`src/rtl/matrix_pkg.sv`:
```
// Frame format shared by the matrix compiler (TX) and decompiler (RX):
// decoder states, preamble/SFD dibit values and default matrix geometry.
package matrix_pkg;

    typedef enum logic [1:0] {
        IDLE,
        PREAMBLE,
        PAYLOAD,
        DRAIN
    } state_t;

    localparam logic [1:0] PREAMBLE_DIBIT = 2'b01;
    localparam logic [1:0] SFD_DIBIT      = 2'b11;

    localparam int DEFAULT_ROWS = 32;
    localparam int DEFAULT_COLS = 32;

endpackage

```
`src/rtl/matrix_decompiler_dibit_to_byte.sv`:
```
// Assembles four received dibits, least significant first, into one byte.
// byte_valid pulses for one cycle on the edge after the fourth dibit.
module dibit_to_byte (
    input  logic       clk,
    input  logic       rst_n,
    input  logic       sync_clear,
    input  logic       dibit_valid,
    input  logic [1:0] dibit,
    output logic [7:0] byte_data,
    output logic       byte_valid
);

    logic [1:0] phase;
    logic [5:0] partial;

    always_ff @(posedge clk or negedge rst_n) begin
        if (!rst_n) begin
            phase      <= '0;
            byte_valid <= 1'b0;
        end else begin
            byte_valid <= 1'b0;
            if (sync_clear) begin
                phase <= '0;
            end else if (dibit_valid) begin
                phase      <= phase + 2'd1;
                byte_valid <= (phase == 2'd3);
            end
        end
    end

    // Every slot is rewritten before use, so the shift data needs no reset.
    always_ff @(posedge clk) begin
        if (dibit_valid && !sync_clear) begin
            case (phase)
                2'd0:    partial[1:0] <= dibit;
                2'd1:    partial[3:2] <= dibit;
                2'd2:    partial[5:4] <= dibit;
                default: byte_data    <= {dibit, partial};
            endcase
        end
    end

endmodule

```
`src/rtl/matrix_decompiler.sv`:
```
// RX side of the matrix link: finds preamble/SFD in the RMII-style dibit
// stream and emits each reassembled byte with its row-major (row, col) tag.
module matrix_decompiler
    import matrix_pkg::*;
#(
    parameter  int ROWS         = DEFAULT_ROWS,
    parameter  int COLS         = DEFAULT_COLS,
    parameter  int PREAMBLE_MIN = 4,
    localparam int RW           = $clog2(ROWS),
    localparam int CW           = $clog2(COLS)
) (
    input  logic          eth_refclk,
    input  logic          rst_n,
    input  logic          valid_data_in,
    input  logic [1:0]    dibit,
    output logic          valid_data_out,
    output logic [RW-1:0] row_addr,
    output logic [CW-1:0] col_addr,
    output logic [7:0]    matrix_element,
    output logic          frame_done,
    output logic          frame_error
);

    localparam int            PW      = $clog2(PREAMBLE_MIN + 1);
    localparam logic [PW-1:0] PRE_SAT = PW'(PREAMBLE_MIN);

    state_t        state, state_next;
    logic [PW-1:0] pre_cnt, pre_cnt_next;
    logic [RW-1:0] row_cnt;
    logic [CW-1:0] col_cnt;
    logic          sync_clear, addr_clear, done_next, error_next;
    logic          payload_dibit, byte_valid, strobe, last_elem;
    logic [7:0]    byte_data;

    assign payload_dibit = (state == PAYLOAD) && valid_data_in;
    assign strobe        = (state == PAYLOAD) && byte_valid;
    assign last_elem     = (row_cnt == RW'(ROWS - 1)) && (col_cnt == CW'(COLS - 1));

    dibit_to_byte u_dibit_to_byte (
        .clk         (eth_refclk),
        .rst_n       (rst_n),
        .sync_clear  (sync_clear),
        .dibit_valid (payload_dibit),
        .dibit       (dibit),
        .byte_data   (byte_data),
        .byte_valid  (byte_valid)
    );

    always_ff @(posedge eth_refclk or negedge rst_n) begin
        if (!rst_n) begin
            state   <= IDLE;
            pre_cnt <= '0;
        end else begin
            state   <= state_next;
            pre_cnt <= pre_cnt_next;
        end
    end

    always_comb begin
        state_next   = state;
        pre_cnt_next = pre_cnt;
        sync_clear   = 1'b0;
        addr_clear   = 1'b0;
        done_next    = 1'b0;
        error_next   = 1'b0;
        case (state)
            IDLE: begin
                if (valid_data_in && dibit == PREAMBLE_DIBIT) begin
                    state_next   = PREAMBLE;
                    pre_cnt_next = PW'(1);
                end
            end
            PREAMBLE: begin
                if (!valid_data_in) begin
                    state_next   = IDLE;
                    pre_cnt_next = '0;
                end else if (dibit == PREAMBLE_DIBIT) begin
                    if (pre_cnt != PRE_SAT) pre_cnt_next = pre_cnt + PW'(1);
                end else if (dibit == SFD_DIBIT && pre_cnt >= PRE_SAT) begin
                    state_next   = PAYLOAD;
                    pre_cnt_next = '0;
                    sync_clear   = 1'b1;
                    addr_clear   = 1'b1;
                end else begin
                    state_next   = DRAIN;
                    pre_cnt_next = '0;
                    sync_clear   = 1'b1;
                    error_next   = 1'b1;
                end
            end
            PAYLOAD: begin
                // A byte still in flight when valid drops is emitted before deciding
                if (byte_valid && last_elem) begin
                    state_next = DRAIN;
                    sync_clear = 1'b1;
                    done_next  = 1'b1;
                end else if (!valid_data_in) begin
                    state_next = IDLE;
                    sync_clear = 1'b1;
                    error_next = 1'b1;
                end
            end
            DRAIN: begin
                if (!valid_data_in) state_next = IDLE;
            end
            default: state_next = IDLE;
        endcase
    end

    always_ff @(posedge eth_refclk or negedge rst_n) begin
        if (!rst_n) begin
            row_cnt <= '0;
            col_cnt <= '0;
        end else if (addr_clear) begin
            row_cnt <= '0;
            col_cnt <= '0;
        end else if (strobe) begin
            if (col_cnt == CW'(COLS - 1)) begin
                col_cnt <= '0;
                row_cnt <= row_cnt + RW'(1);
            end else begin
                col_cnt <= col_cnt + CW'(1);
            end
        end
    end

    always_ff @(posedge eth_refclk or negedge rst_n) begin
        if (!rst_n) begin
            valid_data_out <= 1'b0;
            frame_done     <= 1'b0;
            frame_error    <= 1'b0;
            row_addr       <= '0;
            col_addr       <= '0;
            matrix_element <= '0;
        end else begin
            valid_data_out <= strobe;
            frame_done     <= done_next;
            frame_error    <= error_next;
            if (strobe) begin
                row_addr       <= row_cnt;
                col_addr       <= col_cnt;
                matrix_element <= byte_data;
            end
        end
    end

endmodule
```
`config.mk`:
```
export PLATFORM = sky130hd
export DESIGN_NAME = matrix_decompiler
export DESIGN_NICKNAME = d
export VERILOG_FILES = /design/src/rtl/matrix_pkg.sv /design/src/rtl/matrix_decompiler_dibit_to_byte.sv /design/src/rtl/matrix_decompiler.sv
export SDC_FILE = /design/constraint.sdc
export NUM_CORES = 1
export LEC_CHECK = 0
export BUFFER_PORTS_ARGS = -buffer_cell sky130_fd_sc_hd__buf_4
export CAP_MARGIN = 20
export CORE_MARGIN = 2
export CORE_UTILIZATION = 58
export CTS_CLUSTER_DIAMETER = 150
export CTS_CLUSTER_SIZE = 20
export DETAILED_ROUTE_END_ITERATION = 10
export PLACE_DENSITY_LB_ADDON = 0.3
export SLEW_MARGIN = 20
export SYNTH_ARGS = -nofsm -noshare
export SYNTH_HDL_FRONTEND = slang
export SYNTH_SLANG_ARGS = --single-unit
```
`constraint.sdc`:
```
create_clock -name eth_refclk -period 2.7 [get_ports eth_refclk]
set_clock_uncertainty 0.15 [all_clocks]
set_input_delay 0.54 -clock eth_refclk [delete_from_list [all_inputs] [get_ports eth_refclk]]
set_output_delay 0.54 -clock eth_refclk [all_outputs]
set_load 0.05 [all_outputs]
```
==> summary by stage <==
Run status
The run finished with clean final reports.

Finish
The final standard cell area without fillers is 2741 sq um. The sequential cells in the finished layout cover a total of 1396 sq um. Leaving out fill and tap cells, the most frequent cell in the layout is sky130_fd_sc_hd__nand2_1. Summing all multi-input logic gate instances after layout gives 952.2 sq um. In the final layout, the share of cells above drive strength 1 is 17.97%. The number of diodes is 0.

The fill cell total of the finished layout is 317. The net count reported at finish is 275. Compared with the post-synthesis result, the final layout area differs by 12.65%. Leaving out fill and tap cells, the most frequent cells in the layout are sky130_fd_sc_hd__nand2_1 (67), sky130_fd_sc_hd__dfrtp_1 (39), sky130_fd_sc_hd__buf_4 (27).

Synthesis
The number of synthesized register bits is 53. In this run the cell area of the synthesized design comes to 2434 sq um. The cell type contributing the most total cell area after synthesis is sky130_fd_sc_hd__dfrtp_1. Dividing the synthesized area by the synthesized cell count gives 10.63 sq um.

The number of different library cells used by synthesis comes to 43. By area the synthesized netlist is led by sky130_fd_sc_hd__dfrtp_1 (40%), sky130_fd_sc_hd__edfxtp_1 (17%), sky130_fd_sc_hd__nand2_1 (10%). The top-area cell type share of the netlist area is 40.10%. The cell count after synthesis is 229.

The number of nets handed over by synthesis was 249. The Yosys step of the flow raised 0 warnings. Summing the sequential cell areas from Yosys gives 57.38% of the chip area.

STA
The transition time of the tightest slew-check pin is 0.4944 ns. The number of hold violations in the final report is 0. The setup violation total in the final timing report is 0. Of the available clock period, the critical path in the final layout requires 88.68%.

In this run the tightest slew margin relative to its limit is 67.04%. The total count of max-transition violations in the final report is 0. The maximum frequency from static timing analysis is 0.4176 GHz. The summed negative setup slack over all endpoints is 0 ns. Setup repair after global routing left no endpoint under its margin. The worst path in the final design needs a cycle of 2.394 ns, including I/O delays and setup. The worst setup margin is 0.3056 ns.

Clock network
In this run, post-CTS hold repair placed 0 buffers. The clock passes through at most 2 buffers. The later-pin clock latency in the skew report is 0.31 ns. Buffers inserted during clock tree synthesis total 5. The number of clock sinks is 53. CTS built an H-tree with a depth of 2.

The count of instances resized after the clock tree is built is 0. The CTS tree is done. The cell at the root of the clock tree is sky130_fd_sc_hd__clkbuf_8. Post-CTS timing repair inserted 0 buffers for setup. Clock-pin slew was measured on the worst setup and hold paths at 0.10 ns.

Floorplanning
The total I/O pin count is 26. The number of placement rows is 23. The die footprint is 4730 sq um.

The core box area is 4029 sq um. The die is 68.78 um wide. The vertical extent of the die is 68.78 um.

The effective utilization at floorplan is 60.40%.

Drt
The post-route antenna net violation count is 0. The number of iterations in the first detailed-routing pass is 4. The detailed-route via count is 1614.

The post-detailed-route via-to-cell ratio is 5.275. The residual DRC count is 0. For this block, the routed nets add up to 4.129 mm of wire. Dividing the detail-routed wire length by the instance count gives 13.49 um.

For this block, the initial DRC count from the detailed router was 112.

Global routing
Summed over all layers, the global routing overflow is 0. Entering global routing, the biggest net connects 40 pins. The combined global-route utilization of all metal layers is 20.20%. The number of global-route vias before repair came to 1567. The initial antenna violation count is 0. The first global-routing pass estimated 6.969 mm of wire.

Placement
The count of input and output buffers is 25. At the end of routability-driven placement, the weighted congestion stood at 0.8200. The post-placement worst setup slack is 0.3104 ns. Detailed placement finished with a half-perimeter wire length of 2.957 mm.

The area of placed instances is 2648 sq um.

Critical path
The peak fanout along the critical path is 8. In this run the critical register-to-register path is launched from col_cnt[0]$_DFFE_PN0P_. The depth of the worst register-to-register path is 7. The endpoint identified for the worst register-to-register timing path is u_dibit_to_byte.byte_data[2]$_DFFE_PP_. STA classifies the critical path startpoint as a flip-flop. Data on the critical path is required at its endpoint by 2.53 ns. The setup check on the worst reg-to-reg path leaves a slack of 0.31 ns. The endpoint arrival time on the critical path is 2.23 ns. The kind of critical path is reg -> reg.

The endpoint kind of the worst setup timing path is a flip-flop.

Power
The analysis attributes to cell leakage a power of 1.302 nW. The maximum resistive drop on vdd is 0.4651 mV. Power spread over the standard cell area amounts to 737.6 nW/um^2. The total design power is 0.002022 W.

Job
The reported max-cap violation count is 0.

Worst hold path
The worst hold path class is in -> async.
==> kinds of logic after synthesis <==
family / Yosys count / synth area share (%)
AND/OR/NAND/NOR: 104 / 19.74
flip-flops: 53 / 57.38
AO/OA/AOI/OAI: 32 / 8.381
buffers and inverters: 17 / 3.496
adder cells (fa/ha/maj): 15 / 7.712
XOR/XNOR: 4 / 1.440
multiplexers: 4 / 1.851
==> sequential cells by signal, indices dropped and copies added, names as in the netlist, 2 cells and up <==
name / cells
matrix_element: 8
u_dibit_to_byte.byte_data: 8
u_dibit_to_byte.partial: 6
col_addr: 5
col_cnt: 5
row_addr: 5
row_cnt: 5
pre_cnt: 3
state: 2
u_dibit_to_byte.phase: 2
==> per-stage QoR <==
stage,cells,hold WS (ns),utilization (%)
after floorplan,229,0.09441,-
after global placement,298,0.2541,65.71
after detailed placement,298,0.2545,65.71
after CTS,306,0.05534,68.04
after global routing,306,0.06623,68.04
final,306,0.03335,68.04
==> metal layers <==
layer | share of wire (%) | wire [um] | global-route usage (%) | vias up
li1 | - | - | - | 822
met1 | 47 | 1959 | 26.88 | 755
met2 | 48 | 1967 | 32.93 | 33
met3 | 3.9 | 160 | 5.357 | 4
met4 | 0.97 | 40 | 5.392 | 0
met5 | 0 | 0 | 0 | -
==> how the worst max path moves through the flow <==
stage / to / slack, ns / start / depth (start not counted)
finish: u_dibit_to_byte.byte_data[2]$_DFFE_PP_ / 0.31 / col_cnt[0]$_DFFE_PN0P_ / 7
global route: u_dibit_to_byte.byte_data[2]$_DFFE_PP_ / 0.13 / col_cnt[0]$_DFFE_PN0P_ / 7
CTS: u_dibit_to_byte.byte_data[2]$_DFFE_PP_ / 0.30 / col_cnt[0]$_DFFE_PN0P_ / 7
detailed placement: u_dibit_to_byte.byte_data[5]$_DFFE_PP_ / 0.31 / col_cnt[0]$_DFFE_PN0P_ / 7
global placement: u_dibit_to_byte.byte_data[6]$_DFFE_PP_ / 0.39 / col_cnt[0]$_DFFE_PN0P_ / 7
floorplan: u_dibit_to_byte.byte_data[0]$_DFFE_PP_ / 0.55 / col_cnt[0]$_DFFE_PN0P_ / 7
==> where the power goes <==
| group | internal [W] | total, W | switching [W] |
|---|---|---|---|
| clock network | 0.000188 | 0.000456 | 0.000269 |
| logic | 0.000236 | 0.000597 | 0.000361 |
| registers | 0.000896 | 0.000969 | 0.0000722 |
| total | 0.00132 | 0.00202 | 0.000703 |
==> synthesized netlist by cell type (all sizes together) <==
library cell  number
o21a               1
o211ai             2
a311oi             2
nand4b             1
o22ai              1
inv                9
nand2b             3
nand2             68
nand4              2
a21oi             11
and2               5
xnor2              2
edfxtp            14
ha                15
a32o               1
nand3b             2
o31ai              3
buf                8
xor2               2
nor2              10
and3               4
nor3               3
a21o               1
mux2               1
a31oi              2
o21ai              7
dfrtp             39
nand3              4
mux2i              3
a211oi             1
and4b              1
and2b              1
==> critical path, cell delays in order, from the launching register on <==
cell                      delay [ns]
sky130_fd_sc_hd__dfrtp_1        0.44
sky130_fd_sc_hd__ha_1           0.24
sky130_fd_sc_hd__and3_1         0.19
sky130_fd_sc_hd__ha_1           0.26
sky130_fd_sc_hd__nand4_1        0.16
sky130_fd_sc_hd__o21ai_1        0.10
sky130_fd_sc_hd__a21oi_2        0.19
sky130_fd_sc_hd__and2_1         0.35
==> area by class of cell <==
type / count / area share, %
well taps: 50 / 2.282
multi-input cells: 159 / 34.73
clock buffers: 5 / 2.510
clock inverters: 3 / 0.9128
flip-flops and latches: 53 / 50.94
repair buffers: 27 / 7.394
inverters: 9 / 1.232
(Power assumes the default switching activity.)
